## config.mk

```make
export PLATFORM = sky130hd
export DESIGN_NAME = dbg_monitor
export DESIGN_NICKNAME = d
export VERILOG_FILES = /design/src/rtl/dbg_monitor_pkg.sv /design/src/rtl/dbg_debounce.sv /design/src/rtl/dbg_monitor.sv
export SDC_FILE = /design/constraint.sdc
export NUM_CORES = 1
export LEC_CHECK = 0
export ABC_AREA = 1
export CAP_MARGIN = 20
export CORE_MARGIN = 10
export CORE_UTILIZATION = 47
export CTS_BUF_LIST = sky130_fd_sc_hd__clkbuf_4 sky130_fd_sc_hd__clkbuf_8
export DETAILED_ROUTE_END_ITERATION = 12
export PLACE_DENSITY = 0.95
export SLEW_MARGIN = 20
export SYNTH_ARGS = -nofsm -noshare
export SYNTH_HDL_FRONTEND = slang
export SYNTH_HIERARCHICAL = 1
export SYNTH_SLANG_ARGS = --single-unit
```

## constraint.sdc

```tcl
create_clock -name clk_100MHz -period 5.19 [get_ports clk_100MHz]
set_input_delay 0.519 -clock clk_100MHz [delete_from_list [all_inputs] [get_ports clk_100MHz]]
set_output_delay 0.519 -clock clk_100MHz [all_outputs]
set_load 0.01 [all_outputs]
```

## src/rtl/dbg_monitor_pkg.sv

```systemverilog
// Shared constants and helpers for the CPU-lab debug front-end.
// Debounce state encodings, the step counter width and a constant clog2.
package dbg_monitor_pkg;

    localparam int unsigned STEP_CNT_W = 16;

    typedef logic [1:0] deb_state_t;

    localparam deb_state_t DEB_IDLE = 2'd0;
    localparam deb_state_t DEB_FIRE = 2'd1;
    localparam deb_state_t DEB_HELD = 2'd2;

    function automatic int unsigned clog2(input int unsigned value);
        int unsigned r;
        r = 0;
        while ((64'd1 << r) < 64'(value)) begin
            r++;
        end
        return r;
    endfunction

endpackage

```

## src/rtl/dbg_debounce.sv

```systemverilog
// Step-button synchroniser and debounce FSM; emits one press_pulse per accepted press.
// A press needs DEB_CNT stable high samples, a release DEB_CNT stable low samples.
module dbg_debounce
    import dbg_monitor_pkg::*;
#(
    parameter int unsigned DEB_CNT = 1000000
) (
    input  logic clk_100MHz,
    input  logic rst,
    input  logic btn_in,
    output logic press_pulse
);

    localparam int unsigned CNT_W = (clog2(DEB_CNT) > 0) ? clog2(DEB_CNT) : 1;
    localparam logic [CNT_W-1:0] CNT_MAX = CNT_W'(DEB_CNT - 1);

    logic             btn_meta;
    logic             btn_s;
    deb_state_t       state_q;
    deb_state_t       state_d;
    logic [CNT_W-1:0] cnt_q;
    logic [CNT_W-1:0] cnt_d;

    always_ff @(posedge clk_100MHz or negedge rst) begin
        if (!rst) begin
            btn_meta <= 1'b0;
            btn_s    <= 1'b0;
        end else begin
            btn_meta <= btn_in;
            btn_s    <= btn_meta;
        end
    end

    always_ff @(posedge clk_100MHz or negedge rst) begin
        if (!rst) begin
            state_q <= DEB_IDLE;
            cnt_q   <= '0;
        end else begin
            state_q <= state_d;
            cnt_q   <= cnt_d;
        end
    end

    always_comb begin
        state_d = state_q;
        cnt_d   = cnt_q;
        case (state_q)
            DEB_IDLE: begin
                if (!btn_s) begin
                    cnt_d = '0;
                end else if (cnt_q == CNT_MAX) begin
                    state_d = DEB_FIRE;
                    cnt_d   = '0;
                end else begin
                    cnt_d = cnt_q + 1'b1;
                end
            end
            DEB_FIRE: begin
                state_d = DEB_HELD;
                cnt_d   = '0;
            end
            DEB_HELD: begin
                if (btn_s) begin
                    cnt_d = '0;
                end else if (cnt_q == CNT_MAX) begin
                    state_d = DEB_IDLE;
                    cnt_d   = '0;
                end else begin
                    cnt_d = cnt_q + 1'b1;
                end
            end
            default: begin
                state_d = DEB_IDLE;
                cnt_d   = '0;
            end
        endcase
    end

    always_comb begin
        press_pulse = (state_q == DEB_FIRE);
    end

endmodule

```

## src/rtl/dbg_monitor.sv

```systemverilog
// Debug front-end top: CPU clock-enable generation, step counter and LED byte mux.
// Define AUTO_SCAN_EN to add scan_sw, the SCAN_DIV parameter and the auto-scan index.
module dbg_monitor
    import dbg_monitor_pkg::*;
#(
    parameter int unsigned NUM_CH   = 4,
    parameter int unsigned DATA_W   = 32,
    parameter int unsigned LED_W    = 8,
    parameter int unsigned DEB_CNT  = 1000000,
`ifdef AUTO_SCAN_EN
    parameter int unsigned SCAN_DIV = 50000000,
`endif
    localparam int unsigned BYTES   = DATA_W / LED_W,
    localparam int unsigned ENTRIES = NUM_CH * BYTES,
    localparam int unsigned SEL_W   = clog2(ENTRIES + 1)
) (
    input  logic                    clk_100MHz,
    input  logic                    rst,
    input  logic                    step_btn,
    input  logic                    run_sw,
    input  logic [SEL_W-1:0]        sel,
    input  logic [NUM_CH*DATA_W-1:0] ch_data,
    input  logic [LED_W-1:0]        flags,
`ifdef AUTO_SCAN_EN
    input  logic                    scan_sw,
`endif
    output logic                    cpu_clk_en,
    output logic [STEP_CNT_W-1:0]   step_cnt,
    output logic [LED_W-1:0]        LED
);

    logic                  press_pulse;
    logic                  cpu_clk_en_q;
    logic [STEP_CNT_W-1:0] step_cnt_q;
    logic [LED_W-1:0]      led_q;
    logic [LED_W-1:0]      led_d;
    logic [SEL_W-1:0]      disp_idx;

    dbg_debounce #(
        .DEB_CNT (DEB_CNT)
    ) u_debounce (
        .clk_100MHz  (clk_100MHz),
        .rst         (rst),
        .btn_in      (step_btn),
        .press_pulse (press_pulse)
    );

    // Free-run swamps any press; single-step forwards the press one cycle later.
    always_ff @(posedge clk_100MHz or negedge rst) begin
        if (!rst) begin
            cpu_clk_en_q <= 1'b0;
            step_cnt_q   <= '0;
        end else begin
            cpu_clk_en_q <= run_sw | press_pulse;
            if (cpu_clk_en_q) begin
                step_cnt_q <= step_cnt_q + 1'b1;
            end
        end
    end

`ifdef AUTO_SCAN_EN
    localparam int unsigned DWELL_W = (clog2(SCAN_DIV) > 0) ? clog2(SCAN_DIV) : 1;
    localparam logic [DWELL_W-1:0] DWELL_MAX = DWELL_W'(SCAN_DIV - 1);

    logic [SEL_W-1:0]   scan_idx_q;
    logic [DWELL_W-1:0] dwell_q;

    always_ff @(posedge clk_100MHz or negedge rst) begin
        if (!rst) begin
            scan_idx_q <= '0;
            dwell_q    <= '0;
        end else if (!scan_sw) begin
            scan_idx_q <= '0;
            dwell_q    <= '0;
        end else if (dwell_q == DWELL_MAX) begin
            dwell_q    <= '0;
            scan_idx_q <= (scan_idx_q == SEL_W'(ENTRIES)) ? '0 : scan_idx_q + 1'b1;
        end else begin
            dwell_q <= dwell_q + 1'b1;
        end
    end

    assign disp_idx = scan_sw ? scan_idx_q : sel;
`else
    assign disp_idx = sel;
`endif

    // Bytes are packed back to back across channels, so entry i is simply byte i of ch_data.
    always_comb begin
        led_d = '0;
        if (disp_idx == SEL_W'(ENTRIES)) begin
            led_d = flags;
        end
        for (int unsigned i = 0; i < ENTRIES; i++) begin
            if (disp_idx == SEL_W'(i)) begin
                led_d = ch_data[i*LED_W +: LED_W];
            end
        end
    end

    always_ff @(posedge clk_100MHz or negedge rst) begin
        if (!rst) begin
            led_q <= '0;
        end else begin
            led_q <= led_d;
        end
    end

    assign cpu_clk_en = cpu_clk_en_q;
    assign step_cnt   = step_cnt_q;
    assign LED        = led_q;

endmodule

```

==> flow_metrics.py <==
metrics = {
    "status": {
        "status": "completed",
    },
    "power_and_ir_drop": {
        "power_density_mw_per_mm2": 184,
        "max-vdd-ir-drop_mv": 0.105,
        "power.leakage_nw": 2.40,
    },
    "synth": {
        "synth_most_common_cell": "nand2_1",
        "yosysWarnings": 6,
        "synth-edff-count": 0,
        "synth_top_family_by_area": "simple AND/OR/NAND/NOR gates",
        "synth_adder_area_share_pct": 0.679,
        "synth.distinct_cells": 35,
        "synth_top_area_share_pct": 33.3,
        "synth_compound_area_share_pct": 2.34,
        "synthesis.nets": 676,
        "ys_ff_latch": 49,
        "yosys.area_share.simple_pct": 49.2,
        "yosysSeqAreaShare_pct": 33.3,
        "postSynth.asyncResetShare_pct": 100,
        "syn_area_mm2": 0.00369,
        "synth_xor_area_share_pct": 5.47,
        "yosys-top-cells-count": "154 x nand2_1, 75 x nor2_1, 68 x inv_1, 49 x dfrtp_1, 41 x nand4_1",
        "ys.flop_type": "dfrtp_1",
        "syn_inst": 529,
        "yosysTopAreaCell": "dfrtp_1",
        "avgSynthCellArea_um2": 6.97,
        "synthMuxAreaShare_pct": 0,
        "synth_area_leaders": "dfrtp_1 33%, nand2_1 16%, nor2_1 7.6%",
    },
    "clock_tree": {
        "cts_tree": "built",
        "cts_sinks": 49,
        "root_buffer": "clkbuf_8",
        "clk_latency_ns": 0.31,
        "cts_setup_buffers": 0,
        "clk_pin_slew_ns": 0.10,
        "numCtsBuffers": 5,
        "cts_buffer_depth": 2,
        "htree_levels": 2,
        "cts_resized": 0,
        "cts_hold_buf": 0,
    },
    "worst_setup_path": {
        "worst-path-buf-inv": 2,
        "start_kind": "primary input",
        "worstPathArrival_ns": 2.60,
        "cp_slowest_cell": "clkdlybuf4s50_1",
        "path_class": "primary input to flop",
        "reg2reg_slack_ns": 3.30,
        "end_kind": "flop",
        "cp_cell_sequence": "clkdlybuf4s50_1, nor2_4, nand2_4, nor2_2, inv_1, or2_2, nand2_1, nand4_1",
        "crit_family": "simple AND/OR/NAND/NOR gates",
        "cp_slowest_stage_delay_ns": 0.55,
        "cp.required_ns": 5.32,
        "cp_max_fo": 18,
    },
    "layout": {
        "instances_no_fill": 809,
        "multi_input_area_mm2": 0.00213,
        "area_growth_syn_to_layout_pct": 51.0,
        "drive_above_1_share_pct": 10.4,
        "fillers": 586,
        "seq_area_mm2": 0.00123,
        "nets": 847,
    },
    "routing": {
        "wl_met1_mm": 5.25,
        "post-route-drc-count": 0,
        "met3_length_mm": 1.61,
        "wl_per_cell_um": 17.6,
        "ant_nets": 0,
        "vias_per_cell": 5.14,
        "vias": 4161,
        "drt-initial-drc-count": 263,
        "met2_wirelength_mm": 6.83,
        "highest_layer": "met4",
        "wl_mm": 14.2,
        "drtPass1Iterations": 5,
    },
    "grt": {
        "overflow": 0,
        "grtUsageTotal_pct": 23.9,
        "grt_max_degree": 50,
        "antenna_found_initial": 6,
        "first_global_vias": 4318,
        "grt_pass1_wl_mm": 22.2,
    },
    "timing": {
        "tightest_slew_ns": 0.606,
        "tns_ns": 0,
        "post-route-period-util_pct": 47.6,
        "layout_min_cycle_time_ns": 2.47,
        "finClkSkew_ns": 0.0166,
        "fmax_mhz": 405,
        "rsz0062_at_grt": "false",
        "finalMaxSlewViolations": 0,
        "setup_violations": 0,
        "hold_violations": 0,
        "slew_headroom_pct": 59.6,
    },
    "floorplanning": {
        "start_util_pct": 47.9,
        "ioPinCount": 170,
        "die_h_um": 109,
        "die-area_mm2": 0.0118,
        "die_width_um": 109,
        "fp-row-count": 32,
        "coreArea_mm2": 0.00769,
    },
    "placement": {
        "portBuffers": 169,
        "placedCellCount": 795,
        "gp_routability_congestion": 1.06,
        "hpwl_mm": 12.5,
    },
    "min_path": {
        "hold_path_class": "primary input to async pin",
    },
    "job": {
        "maxCapViolations": 0,
    },
}
-- flip-flops by register name, indices dropped and copies added (netlist names) --
register	cells
u_debounce/cnt_q	20
u_debounce/btn_s	1
u_debounce/btn_meta	1
LED	8
cpu_clk_en	1
u_debounce/state_q	2
step_cnt	16
-- report_power, final --
part,switching [mW],internal (mW),total [mW]
Sequential,0.0368,0.418,0.455
Combinational,0.144,0.195,0.338
Clock,0.135,0.0981,0.233
-- cell usage in the layout, fill, tap and decap left out, drive strengths merged, types with 3 or more instances in the layout --
cell	count
nand4	41
nand2	159
dfrtp	49
inv	76
nand3	30
nor3	7
clkbuf	5
a21oi	6
diode	6
nor2	106
nand3b	3
or2	10
o21ai	7
xnor2	6
xor2	17
clkdlybuf4s50	168
-- layout make-up --
cell class	count	area share, %
multi-input combinational	400	38.2
timing repair buffer	169	30.4
sequential	49	22.0
inverter	75	5.10
tap	102	2.29
clock buffer	5	1.24
clock inverter	3	0.472
antenna	6	0.270
-- cell families (layout without fill, tap and decap cells) --
family / count (synthesis) / after routing
and+or+nand+nor: 359 / 359
buffers and inverters: 80 / 252
DFF: 49 / 49
xor gates and xnor gates: 23 / 23
AOI/OAI and AO/OA: 16 / 16
adders and majority gates: 2 / 2
other: 0 / 6
-- stage by stage --
| step | area (um2) | power, mW | hold slack [ns] | setup slack, ns | util (%) |
|---|---|---|---|---|---|
| after floorplan | 3690 | 0.576 | 0.223 | 3.41 | - |
| after global placement | 5450 | 0.792 | 0.338 | 2.44 | 70.9 |
| final | 5560 | 1.03 | 0.223 | 2.72 | 72.4 |
| after global routing | 5560 | 1.08 | 0.266 | 2.57 | 72.4 |
| after CTS | 5550 | 1.03 | 0.369 | 2.74 | 72.2 |
| after detailed placement | 5450 | 0.803 | 0.346 | 2.42 | 70.9 |
-- per-layer routing --
layer / GRT usage (%) / vias up
met4: 10.5 / 0
met5: 0 / -
li1: - / 2014
met1: 25.6 / 1903
met3: 10.1 / 33
met2: 40.6 / 211
-- worst paths after layout --
check / start / to / cells past startpoint
min in group clk_100MHz: u_debounce/btn_meta$_DFF_PN0_ / u_debounce/btn_s$_DFF_PN0_ / 0
worst max register to register: cpu_clk_en$_DFF_PN0_ / step_cnt[15]$_DFFE_PN0P_ / 8
max in group asynchronous: rst / LED[3]$_DFF_PN0_ / 1
worst max-delay path: sel[0] / LED[5]$_DFF_PN0_ / 8
worst min-delay path: rst / u_debounce/cnt_q[4]$_DFF_PN0_ / 1
worst min register to register: u_debounce/btn_meta$_DFF_PN0_ / u_debounce/btn_s$_DFF_PN0_ / 0
(Power assumes the default switching activity.)
